File: config.mk
export PLATFORM = sky130hd
export DESIGN_NAME = full_adder
export DESIGN_NICKNAME = d
export VERILOG_FILES = /design/src/rtl/full_adder.sv
export SDC_FILE = /design/constraint.sdc
export NUM_CORES = 1
export LEC_CHECK = 0
export CORE_ASPECT_RATIO = 0.8
export CORE_MARGIN = 2
export CORE_UTILIZATION = 40
export CTS_CLUSTER_SIZE = 24
export DETAILED_ROUTE_END_ITERATION = 10
export GPL_ROUTABILITY_DRIVEN = 0
export PLACE_DENSITY_LB_ADDON = 0.08
export SLEW_MARGIN = 0
export SYNTH_ARGS = -nofsm -noshare
export SYNTH_HDL_FRONTEND = slang
export SYNTH_SLANG_ARGS = --single-unit
export TNS_END_PERCENT = 5
File: constraint.sdc
create_clock -name clk -period 2.65 [get_ports clk]
set_input_delay 0.53 -clock clk [delete_from_list [all_inputs] [get_ports clk]]
set_output_delay 0.53 -clock clk [all_outputs]
set_load 0.01 [all_outputs]
File: src/rtl/full_adder.sv
// full_adder: registered WIDTH-bit adder a + b + cin, one-cycle latency.
// The core is WIDTH/4 four-bit carry-lookahead groups with the group
// carries rippled from each group to the next.
//
// Ports
//   clk       rising-edge clock
//   rst_n     synchronous active-low reset; clears all outputs
//   in_valid  a/b/cin carry an operation this cycle
//   a, b      unsigned operands, WIDTH bits
//   cin       carry into bit 0
//   sum       registered a+b+cin modulo 2^WIDTH
//   c_out     registered carry out of bit WIDTH-1
//   overflow  registered two's-complement signed overflow
//   out_valid one-cycle pulse aligned with each registered result

// One 4-bit lookahead group: carries to every bit come from p/g and the
// group carry-in directly, so there is no ripple inside the group.
module full_adder_cla4 (
  input  logic [3:0] p,
  input  logic [3:0] g,
  input  logic       ci,
  output logic [3:0] s,
  output logic       co
);
  logic [3:0] c;

  always_comb begin
    c[0] = ci;
    c[1] = g[0] | (p[0] & ci);
    c[2] = g[1] | (p[1] & g[0]) | (p[1] & p[0] & ci);
    c[3] = g[2] | (p[2] & g[1]) | (p[2] & p[1] & g[0])
         | (p[2] & p[1] & p[0] & ci);
    co   = g[3] | (p[3] & g[2]) | (p[3] & p[2] & g[1])
         | (p[3] & p[2] & p[1] & g[0])
         | (p[3] & p[2] & p[1] & p[0] & ci);
    s    = p ^ c;
  end
endmodule

module full_adder #(
  parameter int WIDTH = 32
) (
  input  logic             clk,
  input  logic             rst_n,
  input  logic             in_valid,
  input  logic [WIDTH-1:0] a,
  input  logic [WIDTH-1:0] b,
  input  logic             cin,
  output logic [WIDTH-1:0] sum,
  output logic             c_out,
  output logic             overflow,
  output logic             out_valid
);
  localparam int NUM_GRP = WIDTH / 4;

  logic [NUM_GRP-1:0][3:0] p_grp;
  logic [NUM_GRP-1:0][3:0] g_grp;
  logic [NUM_GRP-1:0][3:0] s_grp;
  logic [NUM_GRP:0]        gc;     // carry into each group; gc[NUM_GRP] is c_out
  logic [WIDTH-1:0]        s_nxt;
  logic                    ov_nxt;

  // Packed group arrays share the flat bit order of the operands.
  assign p_grp = a ^ b;
  assign g_grp = a & b;
  assign gc[0] = cin;

  for (genvar i = 0; i < NUM_GRP; i++) begin : g_grp_inst
    full_adder_cla4 u_cla4 (
      .p  (p_grp[i]),
      .g  (g_grp[i]),
      .ci (gc[i]),
      .s  (s_grp[i]),
      .co (gc[i+1])
    );
  end

  assign s_nxt  = s_grp;
  // Like-signed operands whose result sign differs from them.
  assign ov_nxt = (a[WIDTH-1] == b[WIDTH-1]) && (s_nxt[WIDTH-1] != a[WIDTH-1]);

  always_ff @(posedge clk) begin
    if (!rst_n) begin
      sum       <= '0;
      c_out     <= 1'b0;
      overflow  <= 1'b0;
      out_valid <= 1'b0;
    end else begin
      out_valid <= in_valid;
      // Results hold across idle cycles.
      if (in_valid) begin
        sum      <= s_nxt;
        c_out    <= gc[NUM_GRP];
        overflow <= ov_nxt;
      end
    end
  end
endmodule

Word level (Yosys, flattened, before mapping). Index checks and enable logic that the tools add are counted.

Bitwise logic cells: 218. Reduce and logical (&&, ||, !) cells: 1. Equal/unequal tests: 2.

Operators by type and width (count): $and A1 B1 Y1 (128); $or A1 B1 Y1 (80); $and A32 B32 Y32 (1); $xor A32 B32 Y32 (1); $xor A4 B4 Y4 (8); $eq A1 B1 Y1 (1); $logic_and A1 B1 Y1 (1); $ne A1 B1 Y1 (1).

Word-level logic and storage cells: 225. Input port bits: 68. Register bits after elaboration: 35. Output and inout bits: 35.

Depth between registers and ports, before layout. Gate-level depths: netlist of the first run.

Word-level depth: 23. Depth in mapped cells: 11. Gate-level depth less buffers: 11.

Modules after synthesis. From an unflattened synthesis of the first run, not the netlist that was laid out.

Cell total of the unflattened synthesis: 225. Area total of the unflattened synthesis: 2386.0 um^2.

By module, submodules not included: full_adder (area an instance 1755.4 um^2, instances 1, cells each 145); full_adder_cla4 (area an instance 78.8 um^2, instances 8, cells each 10).

Worst setup path before layout of the first run. OpenSTA, ideal clock, no wires.

Kind: input port to flip-flop. Start: in a[13]. End: reg sum[21]. Arrival: 2475 ps. Data required time: 2534 ps. Setup slack: 59 ps. Stages on the path: 10. Path buffers: 0. Cell sequence: ha_1 > a21oi_1 > o21ai_1 > a221oi_1 > a21boi_0 > inv_1 > fa_1 > xnor2_1 > nand2_1 > o211a_1.

Word-level cells in the longest chain between the ends: 10. Elaborated cells on any way between the ends: 15. Those cells by class: bitwise: 15.

Ends and longest elaborated chain: start, declared (RTL line 46) `input logic [WIDTH-1:0] a,`; $and A32 B32 Y32 or $xor A32 B32 Y32 (tied branches) (RTL line 65, 64); $and A1 B1 Y1, on equally long branches (RTL line 33, 34, 35); $or A1 B1 Y1, or another cell as far along (RTL line 33) `co = g[3] | (p[3] & g[2]) | (p[3] & p[2] & g[1])`; $or A1 B1 Y1 or $and A1 B1 Y1 (tied branches) (RTL line 34, 35); $or A1 B1 Y1 * (RTL line 35) `| (p[3] & p[2] & p[1] & p[0] & ci);`; $and A1 B1 Y1 * (RTL line 35); $or A1 B1 Y1 * (RTL line 35); $and A1 B1 Y1 * (RTL line 29) `c[1] = g[0] | (p[0] & ci);`; $or A1 B1 Y1 * (RTL line 29); $xor A4 B4 Y4 * (RTL line 36) `s = p ^ c;`; end signal, assigned (RTL line 92) `sum <= s_nxt;`; end, declared (RTL line 49) `output logic [WIDTH-1:0] sum,`.

Every way passes the cells marked *; elsewhere a longest branch is shown, timed or not. A chain may end at the register's enable or synchronous reset.

Worst setup path in the final report of the first run.
Start: in b[15]. End: reg sum[19].

Word-level cells in the longest chain between the ends: 9. Elaborated cells on any way between the ends: 16. Those cells by class: bitwise: 16.

Ends and longest elaborated chain: start, declared (RTL line 47) `input logic [WIDTH-1:0] b,`; $xor A32 B32 Y32 (RTL line 64) `assign p_grp = a ^ b;`; $and A1 B1 Y1, on equally long branches (RTL line 33, 34, 35); $or A1 B1 Y1, or another cell as far along (2 in series) (RTL line 33); $or A1 B1 Y1 or $and A1 B1 Y1 (tied branches) (RTL line 34, 35); $or A1 B1 Y1 * (RTL line 35); $and A1 B1 Y1 * (RTL line 32) `| (p[2] & p[1] & p[0] & ci);`; $or A1 B1 Y1 * (RTL line 32); $xor A4 B4 Y4 * (RTL line 36).

Marks and branches as above.

==> results of run 1 <==
synthesized netlist by cell type (all sizes together):
cell type,count
nand2,20
or3,1
o22ai,1
nand2b,3
o21bai,4
mux2i,17
a221oi,1
o31ai,1
o31a,2
a21oi,14
nand3b,7
xnor2,11
ha,32
and2,1
nor3,4
a32oi,1
clkbuf,10
nor2,8
buf,1
dfxtp,35
nand4,6
a21o,10
a31oi,4
o21a,4
o211ai,4
fa,8
o211a,8
a211oi,2
o21ai,10
a21boi,1
nand3,9
nor2b,19
inv,14
xor2,7
nand4b,2
logic make-up (layout without fill, tap and decap cells):
logic type                 Yosys count  in the layout  synth area share [%]
adders and majority gates           40             40                 21.53
muxes                               17             17                 6.535
xor gates and xnor gates            18             18                 6.055
DFF                                 35             35                 26.91
and+or+nand+nor                     80             80                 17.11
buffers and inverters               25            195                 3.604
AOI/OAI and AO/OA                   67             67                 18.26
repair_timing:
action / 4_1_cts / 5_1_grt
gates resized for setup: 58 / 64
buffers inserted: 13 / 4
endpoints found under the setup margin: 23 / 18
pin swaps: 37 / 36
power groups by stage:
stage	Sequential, mW	Combinational (mW)	Clock, mW
floorplan	0.649	0.342	0
global placement	0.626	0.744	0
detailed placement	0.625	0.755	0
CTS	0.614	0.839	0.407
global route	0.621	0.985	0.431
finish	0.614	0.903	0.395
worst max path at each step:
stage                     cells past startpoint  start  slack [ns]                   end
after floorplan                              10  a[13]        0.06  sum[21]$_SDFFE_PN0P_
after global placement                       11  a[13]       -0.50  sum[28]$_SDFFE_PN0P_
after detailed placement                     12  a[13]       -0.65  sum[25]$_SDFFE_PN0P_
after CTS                                    12   a[6]       -0.02    c_out$_SDFFE_PN0P_
after global routing                         16  b[15]       -0.03  sum[19]$_SDFFE_PN0P_
final                                        16  b[15]        0.05  sum[19]$_SDFFE_PN0P_
area by class of cell:
class	instances	area, um2
Timing Repair Buffer	173	1640
Clock inverter	3	20.02
Sequential cell	35	700.7
Clock buffer	5	68.82
Inverter	14	52.55
Tap cell	84	105.1
Multi-Input combinational cell	222	2282
Fill cell	422	1474
registers in the layout, summed over array words and instances, names as in the netlist:
name / cells
c_out: 1
overflow: 1
out_valid: 1
sum: 32
layer usage:
layer,part of all wire [%],routed length [um],vias to the layer above
met5,0,0,-
met4,1.3,102,0
met3,4.9,378,10
met2,50,3888,80
met1,44,3408,1276
li1,-,-,1346
critical path, cell delays in order:
cell,delay (ns)
dlygate4sd2_1,0.26
ha_4,0.26
a21oi_2,0.17
buf_4,0.13
buf_4,0.10
buf_4,0.09
buf_4,0.11
buf_4,0.11
buf_4,0.09
buf_4,0.10
inv_1,0.03
o21a_1,0.18
o21a_1,0.18
o21a_1,0.21
nand4b_1,0.12
o211ai_1,0.10
stage by stage:
| stage | instances | power, mW |
|---|---|---|
| finish | 536 | 1.912 |
| CTS | 532 | 1.860 |
| detailed placement | 511 | 1.379 |
| global placement | 511 | 1.370 |
| global route | 536 | 2.037 |
| floorplan | 282 | 0.9906 |
==> results.yml, run 1 <==
logic_synthesis:
  synth_warnings: 0
  syn_area_mm2: 0.002604
  syn_nets: 390
  synth-seq-cells: 35
  yosysTopAreaCell: "dfxtp_1"
  synth-seq-area-share_pct: 26.91
  ys_types: 43
  synthCells: 282
  yosys.area.top_type_share_pct: 26.91
  ys_top_cells_by_area: "dfxtp_1 27%, ha_1 15%, mux2i_1 6.5%"
  avgSynthCellArea_um2: 9.233
sta:
  hold_violations: 0
  min_period_ns: 2.602
  finalSetupViolCount: 0
  fin_hold_ws_ns: 0.4819
  slew_headroom_pct: 67.19
  period_share_pct: 98.20
  final.setup.tns_ns: 0
  drv_slew: 0
  setup_slack_ns: 0.04780
  tightest_slew_ns: 0.4921
  max_freq_mhz: 384.3
  fin_worst_skew_ns: 0
layout:
  layout_commonest_cell: "buf_4"
  final_util_pct: 76.77
  syn_to_final_growth_pct: 87.03
  final_cell_mix: "67 x buf_4, 52 x clkdlybuf4s50_1, 35 x dfxtp_1"
  stdcell_area_mm2: 0.004870
  drive_gt1_share_pct: 30.09
  diodes: 0
  layout.nets: 559
clocking:
  cts.clk_slew.worst_paths_ns: 0.08
  cts_buffer_depth: 2
  clkLatencyLatePin_ns: 0.29
  htree_levels: 2
  holdBufCountCts: 0
  clock-sinks: 35
  cts_tree: "yes"
  cts_root_buf: "clkbuf_8"
  numCtsBuffers: 5
worst_setup_path:
  worstReg2RegStart: "sum[19]$_SDFFE_PN0P_"
  critPathLaunchType: "input port"
  ff2ff_path_depth: 2
  path_max_fanout: 3
  rr_endpoint: "sum[19]$_SDFFE_PN0P_"
  endpoint_kind: "flip-flop"
  crit_type: "input port to flip-flop"
  rrSetupSlack_ns: 1.95
  cp.required_ns: 2.82
  arrival_ns: 2.78
global_routing:
  antenna_found_initial: 0
  use_met2_pct: 33.93
  top_usage_layer: "met2"
  grt_use_total_pct: 20.30
  first_global_vias: 2587
  grt_pass1_wl_mm: 11.72
  globalRouteOverflowTotal: 0
  grtUsageMet3_pct: 3.561
  grtUsageMet1_pct: 26.79
  grt_max_degree: 32
drt:
  drt-initial-drc-count: 50
  drc: 0
  postRouteWirelength_mm: 7.777
  drtAntennaViolNets: 0
  vias: 2712
  post_drt_wl_per_cell_um: 14.51
  firstDrtPassIters: 4
  avgViaCountPerCell: 5.060
worst_hold_path:
  hold_end: "sum[5]$_SDFFE_PN0P_"
  hold_class: "flip-flop to flip-flop"
  holdPathStages: 1
  hold_start: "sum[5]$_SDFFE_PN0P_"
placed_design:
  place_ws_ns: -0.6472
  dpl.hpwl_mm: 5.200
  port_buffers: 102
  post_dp_cell_area_mm2: 0.004101
floorplan:
  die_h_um: 76.16
  initial_core_util_pct: 41.05
  num_io_pins: 103
  fp.dieW_um: 94.21
  core-area_mm2: 0.006344
  dieArea_mm2: 0.007175
  placementRows: 26
power_and_ir_drop:
  power.leakage_nw: 2.353
  p_sw_mw: 0.6209
  p_per_area_mw_per_mm2: 392.6
  p_sw_share_pct: 32.48
  clkPwrFrac_pct: 20.6
  p_comb_share_pct: 47.2
  internal-power_mw: 1.291
  seqPwrFrac_pct: 32.1
  ir_drop_mv: 0.1888
status:
  status: "finished clean"
flow_run:
  maxCapViolations: 0
Power figures use the tool's default switching activity.
==> run 2, diff against run 1 <==
SLEW_MARGIN = 20   (was 0)
==> results of run 2 <==
Final layout, timing and power as in run 1 (identical DEF).
